## src/rtl/fma16_rr_sched_if.sv

```systemverilog
// Handshake bundle for the shared fma16 scheduler: requester operand channels,
// per-requester result channels and the issue/return path to the datapath.
// The slave modport is the scheduler's view; master is the requesters+datapath.
interface fma16_rr_sched_if #(
    parameter int NREQ = 2
);
    logic [NREQ-1:0]      req_valid;
    logic [NREQ-1:0]      req_ready;
    logic [16*NREQ-1:0]   req_x;
    logic [16*NREQ-1:0]   req_y;
    logic [16*NREQ-1:0]   req_z;
    logic [NREQ-1:0]      req_mul;
    logic [NREQ-1:0]      req_add;

    logic                 fma_valid;
    logic [15:0]          fma_x;
    logic [15:0]          fma_y;
    logic [15:0]          fma_z;
    logic                 fma_mul;
    logic                 fma_add;
    logic [15:0]          fma_result;

    logic [NREQ-1:0]      resp_valid;
    logic [NREQ-1:0]      resp_ready;
    logic [16*NREQ-1:0]   resp_result;

    modport slave (
        input  req_valid, req_x, req_y, req_z, req_mul, req_add,
        output req_ready,
        output fma_valid, fma_x, fma_y, fma_z, fma_mul, fma_add,
        input  fma_result,
        output resp_valid, resp_result,
        input  resp_ready
    );

    modport master (
        output req_valid, req_x, req_y, req_z, req_mul, req_add,
        input  req_ready,
        input  fma_valid, fma_x, fma_y, fma_z, fma_mul, fma_add,
        output fma_result,
        input  resp_valid, resp_result,
        output resp_ready
    );
endinterface

```

## src/rtl/fma16_rr_sched.sv

```systemverilog
// Round-robin scheduler sharing one fixed-latency fma16 datapath among NREQ
// requesters. A tag pipeline mirrors the datapath latency so each returning
// result is written into its owner's one-entry result buffer.
module fma16_rr_sched #(
    parameter int NREQ = 2,
    parameter int LAT  = 2
) (
    input  logic               clk,
    input  logic               reset_n,
    fma16_rr_sched_if.slave    bus,
    output logic               busy
);
    localparam int IDW = $clog2(NREQ);

    typedef struct packed {
        logic           valid;
        logic [IDW-1:0] id;
    } tag_t;

    logic [IDW-1:0] ptr;
    logic [NREQ-1:0] pending;
    logic [NREQ-1:0] resp_valid;
    logic [NREQ-1:0] eligible;
    logic [15:0]    resp_data [NREQ];
    tag_t           tag_pipe [LAT];
    tag_t           done;
    logic           grant_hit;
    logic [IDW-1:0] grant_id;

    // A requester may hold at most one op, either in flight or buffered.
    assign eligible = bus.req_valid & ~pending & ~resp_valid;
    assign done     = tag_pipe[LAT-1];
    assign busy     = (|pending) | (|resp_valid);

    // Rotating-priority search: first eligible index starting at ptr.
    always_comb begin
        logic [IDW-1:0] idx;
        // NOTE: every output of a combinational block gets a default before any
        // branch; a path that leaves it unassigned would infer a latch.
        idx       = '0;
        grant_hit = 1'b0;
        grant_id  = '0;
        for (int k = 0; k < NREQ; k++) begin
            idx = IDW'((int'(ptr) + k) % NREQ);
            if (!grant_hit && eligible[idx]) begin
                grant_hit = 1'b1;
                grant_id  = idx;
            end
        end
        if (!reset_n) grant_hit = 1'b0;
    end

    // Issue path: ready to the winner and operands muxed onto the datapath.
    always_comb begin
        bus.req_ready = '0;
        bus.fma_valid = grant_hit;
        bus.fma_x     = '0;
        bus.fma_y     = '0;
        bus.fma_z     = '0;
        bus.fma_mul   = 1'b0;
        bus.fma_add   = 1'b0;
        if (grant_hit) begin
            bus.req_ready[grant_id] = 1'b1;
            bus.fma_x   = bus.req_x[int'(grant_id)*16 +: 16];
            bus.fma_y   = bus.req_y[int'(grant_id)*16 +: 16];
            bus.fma_z   = bus.req_z[int'(grant_id)*16 +: 16];
            bus.fma_mul = bus.req_mul[grant_id];
            bus.fma_add = bus.req_add[grant_id];
        end
    end

    // Pack the per-requester result buffers onto the response bus.
    always_comb begin
        bus.resp_valid  = resp_valid;
        bus.resp_result = '0;
        for (int i = 0; i < NREQ; i++) begin
            bus.resp_result[i*16 +: 16] = resp_data[i];
        end
    end

    // Pointer, tag pipeline and per-requester pending/result state.
    always_ff @(posedge clk) begin
        // NOTE: sequential state uses non-blocking assignments so every register
        // samples pre-edge values regardless of statement order.
        if (!reset_n) begin
            ptr        <= '0;
            pending    <= '0;
            resp_valid <= '0;
            // NOTE: the result buffers are few and must read zero after reset,
            // so they are flops with reset rather than a RAM.
            for (int i = 0; i < NREQ; i++) resp_data[i] <= '0;
            for (int s = 0; s < LAT; s++)  tag_pipe[s] <= '0;
        end else begin
            if (grant_hit) begin
                ptr <= (int'(grant_id) == NREQ - 1) ? '0 : grant_id + 1'b1;
            end

            // The datapath never stalls, so tags advance every cycle.
            tag_pipe[0] <= {grant_hit, grant_id};
            for (int s = 1; s < LAT; s++) tag_pipe[s] <= tag_pipe[s-1];

            // Grant, completion and consumption on one requester are mutually
            // exclusive because pending and resp_valid never overlap.
            for (int i = 0; i < NREQ; i++) begin
                if (grant_hit && int'(grant_id) == i) pending[i] <= 1'b1;
                if (done.valid && int'(done.id) == i) begin
                    pending[i]    <= 1'b0;
                    resp_valid[i] <= 1'b1;
                    resp_data[i]  <= bus.fma_result;
                end
                if (resp_valid[i] && bus.resp_ready[i]) resp_valid[i] <= 1'b0;
            end
        end
    end
endmodule
```

## src/flat_wrapper.sv

```systemverilog
// flat-port wrapper written by rule: the top's interface ports become plain ports
module fma16_rr_sched_flat 
#(
    parameter int NREQ = 2,
    parameter int LAT  = 2
)
  (clk, reset_n, busy, bus_req_valid, bus_req_x, bus_req_y, bus_req_z, bus_req_mul, bus_req_add, bus_req_ready, bus_fma_valid, bus_fma_x, bus_fma_y, bus_fma_z, bus_fma_mul, bus_fma_add, bus_fma_result, bus_resp_valid, bus_resp_result, bus_resp_ready);
  fma16_rr_sched_if #(.NREQ(NREQ)) bus_i ();
  input  logic clk;
  input  logic reset_n;
  output logic busy;
  input wire logic [$bits(bus_i.req_valid)-1:0] bus_req_valid;
  input wire logic [$bits(bus_i.req_x)-1:0] bus_req_x;
  input wire logic [$bits(bus_i.req_y)-1:0] bus_req_y;
  input wire logic [$bits(bus_i.req_z)-1:0] bus_req_z;
  input wire logic [$bits(bus_i.req_mul)-1:0] bus_req_mul;
  input wire logic [$bits(bus_i.req_add)-1:0] bus_req_add;
  output wire logic [$bits(bus_i.req_ready)-1:0] bus_req_ready;
  output wire logic [$bits(bus_i.fma_valid)-1:0] bus_fma_valid;
  output wire logic [$bits(bus_i.fma_x)-1:0] bus_fma_x;
  output wire logic [$bits(bus_i.fma_y)-1:0] bus_fma_y;
  output wire logic [$bits(bus_i.fma_z)-1:0] bus_fma_z;
  output wire logic [$bits(bus_i.fma_mul)-1:0] bus_fma_mul;
  output wire logic [$bits(bus_i.fma_add)-1:0] bus_fma_add;
  input wire logic [$bits(bus_i.fma_result)-1:0] bus_fma_result;
  output wire logic [$bits(bus_i.resp_valid)-1:0] bus_resp_valid;
  output wire logic [$bits(bus_i.resp_result)-1:0] bus_resp_result;
  input wire logic [$bits(bus_i.resp_ready)-1:0] bus_resp_ready;
  assign bus_i.req_valid = bus_req_valid;
  assign bus_i.req_x = bus_req_x;
  assign bus_i.req_y = bus_req_y;
  assign bus_i.req_z = bus_req_z;
  assign bus_i.req_mul = bus_req_mul;
  assign bus_i.req_add = bus_req_add;
  assign bus_req_ready = bus_i.req_ready;
  assign bus_fma_valid = bus_i.fma_valid;
  assign bus_fma_x = bus_i.fma_x;
  assign bus_fma_y = bus_i.fma_y;
  assign bus_fma_z = bus_i.fma_z;
  assign bus_fma_mul = bus_i.fma_mul;
  assign bus_fma_add = bus_i.fma_add;
  assign bus_i.fma_result = bus_fma_result;
  assign bus_resp_valid = bus_i.resp_valid;
  assign bus_resp_result = bus_i.resp_result;
  assign bus_i.resp_ready = bus_resp_ready;
  fma16_rr_sched #(.NREQ(NREQ), .LAT(LAT)) u_core (.clk(clk), .reset_n(reset_n), .bus(bus_i), .busy(busy));
endmodule
```

## config.mk

```make
export PLATFORM = sky130hd
export DESIGN_NAME = fma16_rr_sched_flat
export DESIGN_NICKNAME = d
export VERILOG_FILES = /design/src/rtl/fma16_rr_sched_if.sv /design/src/rtl/fma16_rr_sched.sv /design/src/flat_wrapper.sv
export SDC_FILE = /design/constraint.sdc
export NUM_CORES = 1
export LEC_CHECK = 0
export CAP_MARGIN = 20
export CORE_MARGIN = 2
export CORE_UTILIZATION = 33
export DETAILED_ROUTE_END_ITERATION = 7
export GPL_TIMING_DRIVEN = 1
export PLACE_DENSITY = 0.95
export SETUP_SLACK_MARGIN = 0.5
export SLEW_MARGIN = 20
export SYNTH_ARGS = -nofsm -noshare
export SYNTH_HDL_FRONTEND = slang
export SYNTH_SLANG_ARGS = --single-unit
```

## constraint.sdc

```tcl
create_clock -name clk -period 2.1 [get_ports clk]
set_input_delay 0.21 -clock clk [delete_from_list [all_inputs] [get_ports clk]]
set_output_delay 0.21 -clock clk [all_outputs]
set_load 0.05 [all_outputs]
```

==> qor.yml <==
fill_cells: 233
path_delay_family: "simple AND/OR/NAND/NOR gates"
synth_area_leader_cell: "edfxtp_1"
ir_drop_mv: 0.478
status: "finished, violations left"
syn_to_final_growth_pct: 165
critPathCaptureType: "output pin"
min_path_type: "in -> reg"
overflow: 0
fmax_mhz: 470
grt_max_degree: 75
finalHoldViolCount: 0
final_cell_mix: "clkdlybuf4s50_1 (119), nand2_1 (105), buf_12 (58)"
grt_pass1_wl_microns: 17300
cp_num_buf_inv: 2
root_buffer: "clkbuf_8"
finClkSkew_ps: 7.73
synth_top_area_share_pct: 43.4
synth_fp_nets: 384
num_rows: 29
violations: "DRC, setup timing"
io_buffers: 209
pre_cts_ws_ps: -88.7
nNetsFinal: 605
dpl.hpwl_microns: 7980
clkTransAtPathRegs_ps: 90
finalMaxSlewViolations: 0
start_util_pct: 34.5
die_height_microns: 85.9
worstPathArrival_ps: 1920
design_area_sq_um: 5880
grt_antenna_before_repair: 0
ys_seq_elements: 41
slowest_stage: "or4b_4"
dieWidth_microns: 85.9
setup_viol: 18
synth_cells: 262
ys_types: 18
dpl_cell_area_sq_um: 5410
path_cells: "or4b_4, nand3_4, buf_6, o22ai_2, buf_12"
final.period_utilization_pct: 101
yosysSeqAreaShare_pct: 51.5
synth_area_per_cell_sq_um: 8.46
cts_tree: "yes"
worst_hold_slack_ps: 321
cts_hold_buf: 0
max-cap-violations: 0
viasPerCell: 5.71
cts_buffers: 5
worst_pin_slew_ps: 796
crit_type: "reg -> out"
drive_gt1_share_pct: 32.4
rsz0062_at_grt: "yes"
antenna_cells: 0
syn_area_sq_um: 2220
first_global_vias: 3174
power_per_cell_area_nw_per_um2: 614
drt_iter0_drc: 215
clk_latency_ps: 310
maxSlewHeadroom_pct: 46.8
leakage_nw: 2.39
cp.required_ps: 1890
clock_path_buffers: 2
yosysWarnings: 0
wirelength_microns: 13500
firstDrtPassIters: 7
slowest_delay_ps: 600
coreArea_sq_um: 6420
min_period_ps: 2130
avgRoutedWirePerCell_microns: 24.1
htreeDepth: 2
cp_max_fo: 5
synth_area_leaders: "edfxtp_1 (43%), nand2_1 (18%), o22ai_1 (14%), dfxtp_1 (8.1%), and3_1 (4.5%)"
totalPowerFinal_mw: 3.61
startpoint_type: "flop"
vias: 3201
ant_nets: 0
die_area_sq_um: 7390
clock_sinks: 41
fin_ws_ps: -29.0
final_common_cell: "clkdlybuf4s50_1"
io_pins: 210
route.detailed.drc: 1
grt_util_all_layers_pct: 30.8
gp_congestion: 0.778
logic make-up (layout without fill, tap and decap cells):
logic type,count (synthesis),count (layout),share of synthesized area [%]
compound gates,56,56,15.8
buf+inv,28,249,5.87
flops,41,41,51.5
mux,2,2,1.02
simple gates,135,136,25.8
power by group:
part	switching, mW	internal, mW
Sequential	0.0252	0.925
Clock	0.318	0.479
Combinational	1.00	0.864
per-layer routing:
metal / global-route usage, % / vias to the layer above / wire, microns
li1: - / 1374 / -
met2: 56.6 / 250 / 7060
met1: 31.7 / 1517 / 4520
met5: 0 / - / 0
met3: 7.89 / 60 / 1160
met4: 16.3 / 0 / 772
layout make-up:
cell class / count / area (sq um) / share of cell area, %
clock buffer: 5 / 68.8 / 1.17
multi-input combinational: 194 / 1470 / 25.0
clock inverter: 3 / 68.8 / 1.17
inverter: 4 / 15.0 / 0.255
timing repair buffer: 237 / 3010 / 51.2
tap: 77 / 96.3 / 1.64
sequential: 41 / 1150 / 19.5
per-stage QoR:
step                      TNS (ps)  cells  utilization, %
after floorplan                  0    262               -
after global placement        -951    538            84.2
after detailed placement     -2050    538            84.2
after CTS                        0    552            87.4
after global routing          -925    561            91.6
final                         -175    561            91.6
sequential cells by signal, indices dropped and copies added (netlist names):
| name | cells |
|---|---|
| u_core.pending | 2 |
| u_core.resp_data | 32 |
| u_core.ptr | 1 |
| u_core.bus.resp_valid | 2 |
| u_core.tag_pipe | 4 |
timing repair:
item                       4_1_cts  5_1_grt
pin swaps                        1        0
cloned                           2        9
gates resized for setup         47       19
buffers inserted                 4        0
setup endpoints to repair       89       56
worst paths after layout:
| kind | from | endpoint | slack, ps | cells past startpoint |
|---|---|---|---|---|
| min | reset_n | u_core.tag_pipe[0][2] | 320 | 2 |
| min reg2reg | u_core.tag_pipe[0][0] | u_core.tag_pipe[0][2] | 500 | 1 |
| max | u_core.bus.resp_valid[0] | bus_fma_y[11] | -30 | 5 |
| max reg2reg | u_core.tag_pipe[0][3] | u_core.pending[1] | 510 | 4 |
cell usage after synthesis:
library cell,count
clkbuf_1,14
nor2_1,7
edfxtp_1,32
o22ai_1,50
a21oi_1,5
inv_1,4
or3b_1,1
dfxtp_1,9
and2_1,2
buf_4,5
and3_1,16
o211ai_2,1
nand2_1,106
or4b_1,1
nand3_2,1
mux2_2,2
nand2b_1,1
buf_2,5
worst register-to-register path, stage by stage (launching register included):
cell     delay (ps)
dfxtp_1         430
nand2_1         150
nand2_1         630
buf_4           230
a21oi_1          50
Note: power is estimated with default switching activity, not from simulation.
